### config.mk
export PLATFORM = sky130hd
export DESIGN_NAME = periph_interconnect
export DESIGN_NICKNAME = d
export VERILOG_FILES = /design/src/rtl/periph_pkg.sv /design/src/rtl/periph_addr_decode.sv /design/src/rtl/periph_interconnect.sv
export SDC_FILE = /design/constraint.sdc
export NUM_CORES = 1
export LEC_CHECK = 0
export CAP_MARGIN = 5
export CORE_AREA = 2 2 119 121
export DETAILED_ROUTE_END_ITERATION = 10
export DIE_AREA = 0 0 121 123
export PLACE_DENSITY = 0.77
export SETUP_SLACK_MARGIN = 0.2
export SYNTH_ARGS = -nofsm -noshare
export SYNTH_HDL_FRONTEND = slang
export SYNTH_HIERARCHICAL = 1
export SYNTH_SLANG_ARGS = --single-unit
### constraint.sdc
create_clock -name clk -period 1.96 [get_ports clk]
set_input_delay 0.392 -clock clk [delete_from_list [all_inputs] [get_ports clk]]
set_output_delay 0.392 -clock clk [all_outputs]
set_load 0.01 [all_outputs]
### src/rtl/periph_pkg.sv
// periph_pkg
// Shared definitions for the peripheral interconnect:
//   - periph_state_e : FSM state encoding (IDLE / ACCESS / ERROR)
//   - SLV_BASE/SLV_MASK : per-slave address window; slave k matches when
//     (addr & SLV_MASK[k]) == SLV_BASE[k]. Eight entries are provided so any
//     NSLV in 1..8 can be built; only the first NSLV are decoded.
//   - TIMEOUT_DEF : default ACCESS-cycle budget before a bus error.
package periph_pkg;

  typedef enum logic [1:0] {
    ST_IDLE   = 2'd0,
    ST_ACCESS = 2'd1,
    ST_ERROR  = 2'd2
  } periph_state_e;

  localparam int MAX_SLV     = 8;
  localparam int TIMEOUT_DEF = 16;

  // DM, UART, GPIO, TIMER, then four spare 1 KiB windows.
  localparam logic [31:0] SLV_BASE [MAX_SLV] = '{
    32'h0000_0000, 32'h0000_0400, 32'h0000_0800, 32'h0000_0C00,
    32'h0000_1000, 32'h0000_1400, 32'h0000_1800, 32'h0000_1C00
  };

  localparam logic [31:0] SLV_MASK [MAX_SLV] = '{
    32'hFFFF_FC00, 32'hFFFF_FC00, 32'hFFFF_FC00, 32'hFFFF_FC00,
    32'hFFFF_FC00, 32'hFFFF_FC00, 32'hFFFF_FC00, 32'hFFFF_FC00
  };

endpackage

### src/rtl/periph_addr_decode.sv
// periph_addr_decode
// Combinational address decoder.
//   addr_i : core byte address
//   hit_o  : some slave window matches addr_i
//   sel_o  : index of the matching slave (lowest index wins on overlap)
module periph_addr_decode
  import periph_pkg::*;
#(
  parameter int AW   = 32,
  parameter int NSLV = 4,
  parameter int SW   = 2
) (
  input  logic [AW-1:0] addr_i,
  output logic          hit_o,
  output logic [SW-1:0] sel_o
);

  // Scan from the highest index down so the last assignment, i.e. the
  // lowest matching index, is the one that sticks.
  always_comb begin
    hit_o = 1'b0;
    sel_o = '0;
    for (int k = NSLV - 1; k >= 0; k--) begin
      if ((addr_i & AW'(SLV_MASK[k])) == AW'(SLV_BASE[k])) begin
        hit_o = 1'b1;
        sel_o = SW'(k);
      end
    end
  end

endmodule

### src/rtl/periph_interconnect.sv
// periph_interconnect
// Single-master to NSLV-slave peripheral interconnect with timeout.
//
// Core side handshake: the core raises req_i with we_i/addr_i/data_store_i/
// mask_i while busy_o=0; the request is taken on that clock edge. The core
// must then hold off until it sees the one-cycle ack_o pulse (err_o
// qualifies it). Requests seen while busy_o=1 are ignored.
// Slave side: cs_o is one-hot for the selected slave during ACCESS; the slave
// finishes by raising its slv_ready_i bit, sampled on the clock edge together
// with its slv_data_i lane.
//
// Ports:
//   clk, rst_n              clock, async active-low reset
//   req_i, we_i, addr_i,
//   data_store_i, mask_i    core request
//   data_load_o, ack_o,
//   err_o, busy_o           core response / status
//   cs_o, slv_we_o,
//   slv_addr_o, slv_data_o,
//   slv_mask_o              slave request (word offset within window)
//   slv_data_i, slv_ready_i slave response, slave k at [k*DW +: DW]
module periph_interconnect
  import periph_pkg::*;
#(
  parameter int DW      = 32,
  parameter int AW      = 32,
  parameter int NSLV    = 4,
  parameter int TIMEOUT = TIMEOUT_DEF
) (
  input  logic               clk,
  input  logic               rst_n,
  input  logic               req_i,
  input  logic               we_i,
  input  logic [AW-1:0]      addr_i,
  input  logic [DW-1:0]      data_store_i,
  input  logic [DW/8-1:0]    mask_i,
  output logic [DW-1:0]      data_load_o,
  output logic               ack_o,
  output logic               err_o,
  output logic               busy_o,
  output logic [NSLV-1:0]    cs_o,
  output logic               slv_we_o,
  output logic [AW-3:0]      slv_addr_o,
  output logic [DW-1:0]      slv_data_o,
  output logic [DW/8-1:0]    slv_mask_o,
  input  logic [NSLV*DW-1:0] slv_data_i,
  input  logic [NSLV-1:0]    slv_ready_i
);

  localparam int SW = (NSLV > 1) ? $clog2(NSLV) : 1;

  periph_state_e     state_q, state_d;
  logic [SW-1:0]     sel_q, sel_d;
  logic [AW-1:0]     addr_q, addr_d;
  logic [DW-1:0]     wdata_q, wdata_d;
  logic [DW/8-1:0]   mask_q, mask_d;
  logic              we_q, we_d;
  logic [7:0]        cnt_q, cnt_d;
  logic              ack_q, ack_d;
  logic [DW-1:0]     rdata_q, rdata_d;

  logic              dec_hit;
  logic [SW-1:0]     dec_sel;

  logic              sel_ready;
  logic [DW-1:0]     sel_data;
  logic [AW-1:0]     sel_mask;

  periph_addr_decode #(
    .AW   (AW),
    .NSLV (NSLV),
    .SW   (SW)
  ) u_decode (
    .addr_i (addr_i),
    .hit_o  (dec_hit),
    .sel_o  (dec_sel)
  );

  // Per-slave muxing keyed by the latched select.
  always_comb begin
    sel_ready = 1'b0;
    sel_data  = '0;
    sel_mask  = '0;
    cs_o      = '0;
    for (int k = 0; k < NSLV; k++) begin
      if (sel_q == SW'(k)) begin
        sel_ready = slv_ready_i[k];
        sel_data  = slv_data_i[k*DW +: DW];
        sel_mask  = AW'(SLV_MASK[k]);
        cs_o[k]   = (state_q == ST_ACCESS);
      end
    end
  end

  always_comb begin
    state_d = state_q;
    sel_d   = sel_q;
    addr_d  = addr_q;
    wdata_d = wdata_q;
    mask_d  = mask_q;
    we_d    = we_q;
    cnt_d   = cnt_q;
    ack_d   = 1'b0;
    rdata_d = rdata_q;
    case (state_q)
      ST_IDLE: begin
        if (req_i) begin
          if (dec_hit) begin
            sel_d   = dec_sel;
            addr_d  = addr_i;
            wdata_d = data_store_i;
            mask_d  = mask_i;
            we_d    = we_i;
            cnt_d   = '0;
            state_d = ST_ACCESS;
          end else begin
            rdata_d = '0;
            state_d = ST_ERROR;
          end
        end
      end
      ST_ACCESS: begin
        // Ready is checked first so it wins over an expiring counter.
        if (sel_ready) begin
          rdata_d = sel_data;
          ack_d   = 1'b1;
          state_d = ST_IDLE;
        end else if (cnt_q == 8'(TIMEOUT - 1)) begin
          rdata_d = '0;
          state_d = ST_ERROR;
        end else begin
          cnt_d = cnt_q + 8'd1;
        end
      end
      ST_ERROR: begin
        state_d = ST_IDLE;
      end
      default: begin
        state_d = ST_IDLE;
      end
    endcase
  end

  always_ff @(posedge clk or negedge rst_n) begin
    if (!rst_n) begin
      state_q <= ST_IDLE;
      sel_q   <= '0;
      addr_q  <= '0;
      wdata_q <= '0;
      mask_q  <= '0;
      we_q    <= 1'b0;
      cnt_q   <= '0;
      ack_q   <= 1'b0;
      rdata_q <= '0;
    end else begin
      state_q <= state_d;
      sel_q   <= sel_d;
      addr_q  <= addr_d;
      wdata_q <= wdata_d;
      mask_q  <= mask_d;
      we_q    <= we_d;
      cnt_q   <= cnt_d;
      ack_q   <= ack_d;
      rdata_q <= rdata_d;
    end
  end

  // The ERROR state is itself the error-acknowledge cycle; rdata_q was
  // cleared on the way in, so data_load_o reads 0 there.
  assign ack_o       = ack_q | (state_q == ST_ERROR);
  assign err_o       = (state_q == ST_ERROR);
  assign busy_o      = (state_q != ST_IDLE);
  assign data_load_o = rdata_q;
  assign slv_we_o    = we_q;
  assign slv_data_o  = wdata_q;
  assign slv_mask_o  = mask_q;
  assign slv_addr_o  = (AW-2)'((addr_q & ~sel_mask) >> 2);

endmodule

==> results of run 1 <==
[path summary, 6_finish.rpt]
check                                from             end  slack, ns  depth (start not counted)
max                              cnt_q[0]  data_load_o[7]       0.04                          8
max reg2reg                      cnt_q[0]  data_load_o[7]       0.04                          8
min                            addr_i[24]        sel_q[0]       0.43                          5
min in group asynchronous           rst_n   slv_mask_o[0]       0.51                          2
max in group asynchronous           rst_n        sel_q[1]       0.85                          3
min reg2reg                slv_data_o[10]  slv_data_o[10]       0.47                          2
[logic make-up (layout without fill, tap and decap cells)]
logic type               Yosys count  after routing  synth area share (%)
AO/OA/AOI/OAI                     46             46                  8.39
XOR/XNOR                           1              1                 0.192
adder cells (fa/ha/maj)            1              1                 0.274
buffers and inverters             68            371                  8.69
flip-flops                        90             90                  49.3
multiplexers                      33             33                  16.3
other                              1             22                0.0821
AND/OR/NAND/NOR                  181            181                  16.8
[report_power, final]
part / leakage, nW / switching, mW / total [mW] / internal (mW)
registers: 1.23 / 0.0300 / 1.91 / 1.88
logic: 2.62 / 0.399 / 1.06 / 0.658
clock network: 0.157 / 0.700 / 1.89 / 1.19
total: 4.01 / 1.13 / 4.86 / 3.73
[what timing repair did]
item / 4_1_cts / 5_1_grt
endpoints found under the setup margin: 94 / 94
hold buffers: 1 / 0
gates cloned: 10 / 3
pin swaps: 42 / 55
hold endpoints to repair: 22 / 0
resized for setup: 113 / 114
setup buffers: 26 / 3
[routing by layer]
metal	track usage, %	up-vias	routed length (um)
met5	0	-	13
met4	10.0	2	481
met3	5.67	35	1490
met2	41.1	225	9740
met1	25.2	2304	6340
li1	-	2063	-
[layout by cell type (no fill, tap or decap), types with 4 or more instances in the layout]
cell	netlist	routed
clkdlybuf4s50_1	0	253
dfrtp_1	90	87
nand2_1	143	86
nand2_2	0	41
mux4_2	33	33
a22o_1	32	32
buf_4	30	25
conb_1	1	22
buf_6	3	18
nand2_4	0	16
clkbuf_2	0	15
buf_12	0	12
clkbuf_16	0	11
buf_16	0	10
dlygate4sd2_1	0	6
nand3_1	8	5
inv_1	5	4
buf_2	5	4
clkdlybuf4s15_1	0	4
[state kept, by name, summed over array words and instances (netlist names)]
name / count
data_load_o: 32
slv_we_o: 1
slv_data_o: 32
ack_q: 1
sel_q: 2
addr_q: 8
cnt_q: 8
slv_mask_o: 4
state_q: 2
[final cells by class]
type | instances | area, sq um | area share (%)
clock buffer | 14 | 264 | 2.97
clock inverter | 2 | 60.1 | 0.676
inverter | 5 | 18.8 | 0.211
multi-input combinational | 284 | 2370 | 26.7
sequential | 90 | 2260 | 25.4
tap | 180 | 225 | 2.54
timing repair buffer | 350 | 3690 | 41.5
[cells in the mapped netlist]
master	instances	area, sq um
o211ai_1	3	22.5
nor2_1	5	18.8
nor4_2	1	12.5
nand3_1	8	40.0
nor3b_1	2	15.0
nor3_1	3	15.0
conb_1	1	3.75
xnor2_1	1	8.76
nand2b_1	1	6.26
ha_1	1	12.5
and4_1	1	8.76
o21ai_0	3	15.0
o22ai_1	1	6.26
o211ai_2	1	12.5
buf_2	5	25.0
and3_1	2	12.5
or4_1	3	22.5
clkbuf_1	23	86.3
a22o_1	32	280
inv_1	5	18.8
o211a_1	1	10.0
mux4_2	33	743
a211o_1	1	8.76
nor2b_1	2	12.5
o21ai_1	1	5.00
or2_2	1	6.26
buf_6	3	33.8
buf_1	2	7.51
nand3b_1	2	15.0
nand4_1	2	12.5
o31ai_1	3	22.5
dfrtp_1	90	2250
nand2_1	143	537
buf_4	30	225
nor4_1	5	31.3
[critical path, stage by stage (launching register included)]
cell	delay [ns]
dfrtp_1	0.44
ha_2	0.23
and3_1	0.20
a211o_4	0.35
o211ai_4	0.10
buf_6	0.16
buf_6	0.10
buf_12	0.11
a22o_1	0.16
[stage by stage]
stage               total power, mW  util (%)
floorplan                      2.22         -
global placement               2.75      55.7
detailed placement             2.77      55.7
CTS                            4.85      63.2
global route                   5.03      65.3
finish                         4.86      65.3
==> out/qor.csv, run 1 <==
metric;value;unit
Core Box Area;13600;sq um
fin crit share;97.7;%
H-tree depth;3;
Setup crit end kind;flop;
dpl hpwl;12000;um
Setup CP Type;reg -> reg;
CTS Buf Count;9;
layout cell share with drive strength beyond 1;29.3;%
PD cells;547;nW/um^2
cell area after layout;8880;sq um
IO buf count;285;
pin count of the biggest net entering global routing;56;
diodes inserted;0;
setup total negative slack;0;ns
final setup vio count;0;
Synth cell types;35;
die area;14900;sq um
max cap viols;0;
Hold Path Class;in -> reg;
pre-CTS setup slack;-0.358;ns
Syn Inst Count;421;
final non-filler cell total;925;
area grow syn2layout;94.5;%
worst-path fanout max;7;
Final nets;945;
CP startpoint kind;flop;
worst-skew pair later-pin latency;0.34;ns
global-route usage over all layers;22.7;%
Initial Util;33.5;%
gr ovfl total;0;
clk sinks;90;
# IOs;310;
DRT antenna net count;0;
fillers;1032;
Pleak;4.01;nW
via count;4629;
Mapped Avg Cell Area;10.8;sq um
vias in the first global route;4813;
initial antenna violation count;1;
Initial DRT Pass Iterations;4;
placer congestion estimate;0.764;
num rows;43;
post-layout minimum cycle time;1.92;ns
Routed WL;18100;um
slack of the critical path;0.0447;ns
worst endpoint required time;2.24;ns
Die Span Y;123;um
drt drc;0;
Fmax;522;MHz
Yosys warning count;6;
final number of max-transition violations;0;
Seq/Total Area, Yosys;49.3;%
status;complete, no violations;
CTS tree;built;
synthesized flop and latch total;90;
Final Skew;0.00933;ns
DRT iter0 DRCs;206;
CTS max path bufs;2;
Worst-path clk slew;0.07;ns
CTS root buffer;clkbuf_16;
arrival time worst endpoint;2.19;ns
RSZ-0062 raised after global routing;true;
Fin. Hold Viols;0;
Via-to-Cell Ratio;5.00;
Post-Place Cells;866;
DR WL/cell;19.5;um
Die Width;121;um
Post-Syn Area;4570;sq um
IR Drop Worst-Case VDD;0.344;mV
Min Hold Slack;0.425;ns
post-placement cell area;7580;sq um
first-pass GRT wire length;25600;um
(Power assumes the default switching activity.)
==> inputs of run 2 (changes only) <==
--- a/config.mk
+++ b/config.mk
@@ -5,11 +5,12 @@
 export SDC_FILE = /design/constraint.sdc
 export NUM_CORES = 1
 export LEC_CHECK = 0
+export ABC_AREA = 1
 export CAP_MARGIN = 5
-export CORE_AREA = 2 2 119 121
+export CORE_MARGIN = 2
+export CORE_UTILIZATION = 37
 export DETAILED_ROUTE_END_ITERATION = 10
-export DIE_AREA = 0 0 121 123
-export PLACE_DENSITY = 0.77
+export PLACE_DENSITY = 0.8
 export SETUP_SLACK_MARGIN = 0.2
 export SYNTH_ARGS = -nofsm -noshare
 export SYNTH_HDL_FRONTEND = slang
==> out/qor.csv, run 2 <==
metric;value;unit
status;complete, no violations;
Routed WL;16800;um
DRT iter0 DRCs;205;
Int Pwr;3.37;mW
arrival time worst endpoint;1.31;ns
Worst-path clk slew;0.07;ns
clk sinks;90;
via count;4993;
Initial Util;37.9;%
dpl hpwl;12800;um
worst-path cell chain;inv_2 -> nand2_2 -> nor2_1 -> clkdlybuf4s15_2;
drt drc;0;
Fmax;588;MHz
top cells by count, synth;193 x nand2_1, 90 x dfrtp_1, 46 x o21ai_0, 45 x mux2_1, 33 x buf_4;
final setup vio count;0;
CP max stage cell;dfrtp_1;
fin crit share;86.8;%
post-layout minimum cycle time;1.70;ns
worst-path fanout max;6;
Pleak;4.00;nW
DR WL/cell;16.0;um
CTS Buf Count;9;
CTS root buffer;clkbuf_16;
Die Span Y;120;um
final non-filler cell total;1050;
gr ovfl total;0;
vias in the first global route;4930;
Post-Syn Area;5010;sq um
Syn Inst Count;584;
Top FF cell, synth;dfrtp_1;
Combinational Power Share;18.2;%
CP max stage delay;0.40;ns
most frequent cells in the layout;257 x clkdlybuf4s50_1, 190 x nand2_1, 88 x dfrtp_1, 46 x o21ai_0, 40 x mux2_1;
CP Capture Point;cs_o[3];
Yosys top cell area share;44.9;%
slack of the critical path;0.258;ns
Sw Pwr;1.18;mW
Total Power;4.55;mW
Clock power frac;40.6;%
num rows;42;
pre-CTS setup slack;-0.225;ns
diodes inserted;0;
Die Width;120;um
area grow syn2layout;68.0;%
final number of max-transition violations;0;
CTS tree;built;
share of synthesized registers carrying an async set or reset;100;%
part of the power in registers;41.2;%
largest area contributor in the netlist;dfrtp_1;
Synth cell types;32;
IR Drop Worst-Case VDD;0.372;mV
Final Skew;0.00869;ns
placer congestion estimate;0.848;
initial antenna violation count;0;
CTS max path bufs;2;
commonest non-fill, non-tap cell in the layout;clkdlybuf4s50_1;
global-route usage over all layers;23.3;%
CP startpoint kind;flop;
RR Endpoint;data_load_o[1];
max cap viols;0;
final core occ;63.6;%
# IOs;310;
PD cells;540;nW/um^2
most area-consuming cells after synthesis;dfrtp_1 45%, nand2_1 14%, mux2_1 10%, buf_4 4.9%, o21ai_0 4.6%;
Yosys warning count;6;
RSZ-0062 raised after global routing;true;
Initial DRT Pass Iterations;4;
Mapped Avg Cell Area;8.59;sq um
DRT antenna net count;0;
Hold Path Class;in -> async;
critical path launch point;state_q[1];
Fin. Hold Viols;0;
worst r2r src;sel_q[0];
Core Box Area;13200;sq um
layout cell share with drive strength beyond 1;11.0;%
Post-Place Cells;1024;
Sw Ratio;25.9;%
most common cell in the netlist;nand2_1;
H-tree depth;3;
die area;14500;sq um
worst endpoint required time;1.57;ns
Post-synth EDFFs;0;
Final nets;1074;
Seq/Total Area, Yosys;44.9;%
worst-skew pair later-pin latency;0.35;ns
synthesized flop and latch total;90;
first-pass GRT wire length;25800;um
r2r setup slk;0.30;ns
Via-to-Cell Ratio;4.76;
IO buf count;285;
pin count of the biggest net entering global routing;44;
Setup crit end kind;primary output;
worst r2r path cells;9;
Setup CP Type;reg -> out;
-- run 2: cell count changes in the layout (fill, tap and decap cells not counted), sizes merged, moves of 29 or more --
cell   change
mux4      -33
nand2     +58
nor2      +29
a22o      -32
buf       -35
o21ai     +44
mux2      +45
-- run 2: what timing repair did --
action | 4_1_cts | 5_1_grt
cloned | 2 | 0
setup endpoints to repair | 55 | 82
setup buffers | 4 | 3
hold buffers | 1 | 0
pin swaps | 11 | 17
endpoints found under the hold margin | 13 | 0
gates resized for setup | 47 | 36
-- run 2: how the worst min path moves through the flow --
stage                     depth (start not counted)  slack (ns)  start             end
after CTS                                         2        0.44  rst_n       addr_q[6]
after global routing                              2        0.46  rst_n       addr_q[6]
after detailed placement                          1        0.26  rst_n  data_load_o[4]
final                                             2        0.44  rst_n       addr_q[6]
after global placement                            1        0.26  rst_n  data_load_o[4]
after floorplan                                   0         0.1  rst_n           ack_q
-- run 2: cells by family after synthesis --
logic type                 Yosys count  share of synthesized area (%)
DFF                                 90                           44.9
muxes                               45                           10.1
buffers and inverters               90                           11.4
AOI/OAI and AO/OA                   79                           9.28
adders and majority gates            1                          0.249
other                                1                         0.0748
and+or+nand+nor                    278                           24.0
-- run 2: layout make-up --
class / instances / area [sq um]
fill: 1122 / 4820
tap: 176 / 220
clock inverter: 7 / 90.1
inverter: 27 / 105
timing repair buffer: 316 / 3190
sequential: 90 / 2250
clock buffer: 9 / 225
multi-input combinational: 425 / 2330
-- run 2: through the flow --
step           hold slack (ns)  cell area [sq um]  TNS (ns)
6_report                 0.439               8420         0
2_1_floorplan           0.0964               5090         0
4_1_cts                  0.436               8300         0
3_5_place_dp             0.261               7900    -12.25
5_1_grt                  0.457               8420         0
3_3_place_gp             0.261               7900    -12.59
-- run 2: critical path, delay by kind of cell, from the launching register on --
family / cells / cell delay, ns
buffers and inverters: 2 / 0.34
AND/OR/NAND/NOR: 2 / 0.22
flip-flops: 1 / 0.40
-- run 2: per-layer routing --
metal / wire length [um] / GRT usage [%] / share of wire, %
met5: 0 / 0 / 0
met3: 1290 / 5.75 / 7.7
met2: 8610 / 42.6 / 51
met1: 6570 / 26.2 / 39
met4: 370 / 8.14 / 2.2
-- run 2: power by group through the flow --
stage          logic, mW  clock network [mW]  registers (mW)
3_5_place_dp       0.863                   0            1.91
5_1_grt            0.905                1.96            1.87
4_1_cts            0.833                1.89            1.88
6_report           0.830                1.85            1.88
2_1_floorplan      0.340                   0            1.91
3_3_place_gp       0.859                   0            1.91
==> inputs of run 3 (changes only) <==
--- a/config.mk
+++ b/config.mk
@@ -8,9 +8,10 @@
 export ABC_AREA = 1
 export CAP_MARGIN = 5
 export CORE_MARGIN = 2
-export CORE_UTILIZATION = 37
+export CORE_UTILIZATION = 34
 export DETAILED_ROUTE_END_ITERATION = 10
-export PLACE_DENSITY = 0.8
+export GPL_TIMING_DRIVEN = 0
+export PLACE_DENSITY = 0.78
 export SETUP_SLACK_MARGIN = 0.2
 export SYNTH_ARGS = -nofsm -noshare
 export SYNTH_HDL_FRONTEND = slang
==> constraint.sdc (replaced) <==
create_clock -name clk -period 1.4 [get_ports clk]
set_input_delay 0.42 -clock clk [delete_from_list [all_inputs] [get_ports clk]]
set_output_delay 0.42 -clock clk [all_outputs]
set_load 0.01 [all_outputs]
==> out/qor.csv, run 3 (synthesis results as in run 2) <==
metric;value;unit
Final nets;1242;
Via-to-Cell Ratio;4.90;
r2r setup slk;-0.36;ns
Fin. Hold Viols;0;
global-route usage over all layers;26.7;%
die area;15700;sq um
first-pass GRT wire length;32200;um
worst-skew pair later-pin latency;0.35;ns
M1 GR Usage;30.4;%
CTS root buffer;clkbuf_16;
Final Skew;0.00809;ns
fin crit share;130;%
worst-path fanout max;6;
CTS max path bufs;2;
CP Capture Point;cs_o[0];
Min Hold Slack;0.0620;ns
most frequent cells in the layout;179 x clkdlybuf4s50_1, 133 x nand2_1, 117 x buf_4, 89 x dfrtp_1, 87 x buf_6;
post-cts hold buffer count;0;
pin count of the biggest net entering global routing;52;
dpl hpwl;13900;um
layout cell share with drive strength beyond 1;46.7;%
post-placement cell area;8400;sq um
slack of the critical path;-0.419;ns
cell area after layout;10800;sq um
placer congestion estimate;0.867;
Worst-path clk slew;0.07;ns
drt drc;0;
Die Span Y;125;um
Post-Place Cells;1075;
worst endpoint required time;0.98;ns
met3 Usage GRT;6.85;%
fillers;977;
PD cells;704;nW/um^2
via count;6003;
final core occ;74.5;%
Routed WL;23300;um
pre-CTS setup slack;-0.846;ns
Setup crit end kind;primary output;
Setup CP Type;reg -> out;
CP max stage cell;dfrtp_1;
CP startpoint kind;flop;
final non-filler cell total;1226;
Fmax;550;MHz
critical path launch point;sel_q[0];
IR Drop Worst-Case VDD;0.591;mV
CTS tree;built;
CP max stage delay;0.43;ns
max cap viols;0;
actual slew at the worst max-slew pin;0.576;ns
diodes inserted;0;
Initial Util;34.6;%
Max-slew headroom;61.6;%
vias in the first global route;5892;
H-tree depth;3;
num rows;44;
CTS Buf Count;9;
Pleak;5.45;nW
final setup vio count;100;
worst r2r path cells;9;
RR Endpoint;slv_mask_o[1];
# IOs;310;
failing checks;setup timing;
GR Util met2;49.1;%
Die Width;125;um
arrival time worst endpoint;1.40;ns
post-layout minimum cycle time;1.82;ns
DRT antenna net count;0;
area grow syn2layout;115;%
worst r2r src;state_q[1];
DRT iter0 DRCs;356;
Core Box Area;14500;sq um
RSZ-0062 raised after global routing;true;
gr ovfl total;0;
worst-path cell chain;buf_12 -> clkbuf_16 -> nor3_4 -> buf_2;
GR peak layer;met2;
Initial DRT Pass Iterations;5;
IO buf count;285;
DR WL/cell;19.0;um
final number of max-transition violations;0;
commonest non-fill, non-tap cell in the layout;clkdlybuf4s50_1;
initial antenna violation count;0;
status;complete, but fails checks;
Hold Path Class;in -> async;
clk sinks;90;
[run 3: area by class of cell]
type                    instances  area [sq um]  area share (%)
clock inverters                 7          81.3           0.754
flip-flops and latches         90          2250            20.9
clock buffers                   9           225            2.09
inverters                      27           116            1.08
multi-input cells             426          3060            28.4
repair buffers                420          4110            38.1
plain buffers                  63           706            6.54
well taps                     184           230            2.13
[run 3: timing repair]
action,4_1_cts,5_1_grt
gates resized for setup,610,86
gates cloned,11,0
setup endpoints to repair,174,174
pin swaps,43,33
buffers inserted,82,42
[run 3: how the worst min path moves through the flow]
stage,start,end,cells after the start
global route,rst_n,slv_data_o[27],1
global placement,data_load_o[18],data_load_o[18],2
detailed placement,rst_n,addr_q[5],1
floorplan,rst_n,ack_q,0
finish,rst_n,addr_q[5],1
CTS,rst_n,addr_q[5],1
[run 3: metal layers]
layer  up-vias  routed length, um
met5         -                  0
met4         0                685
met3        52               1800
met2       303              12400
met1      2868               8350
li1       2780                  -
[run 3: where the power goes]
part / switching, mW / total, mW / leakage, nW / internal (mW)
Clock: 1.16 / 2.58 / 0.148 / 1.42
Sequential: 0.0129 / 2.63 / 1.24 / 2.61
Combinational: 0.948 / 2.39 / 4.05 / 1.44
[run 3: through the flow]
| step | setup TNS (ns) | power, mW |
|---|---|---|
| global route | -34.46 | 7.87 |
| detailed placement | -67.82 | 4.02 |
| floorplan | -10.38 | 3.17 |
| CTS | -24.88 | 7.38 |
| global placement | -386.04 | 4.00 |
| finish | -29.34 | 7.59 |
[run 3: critical path, delay by kind of cell, from the launching register on]
kind / cells / cell delay, ns
flops: 1 / 0.43
buf+inv: 3 / 0.46
simple gates: 1 / 0.15
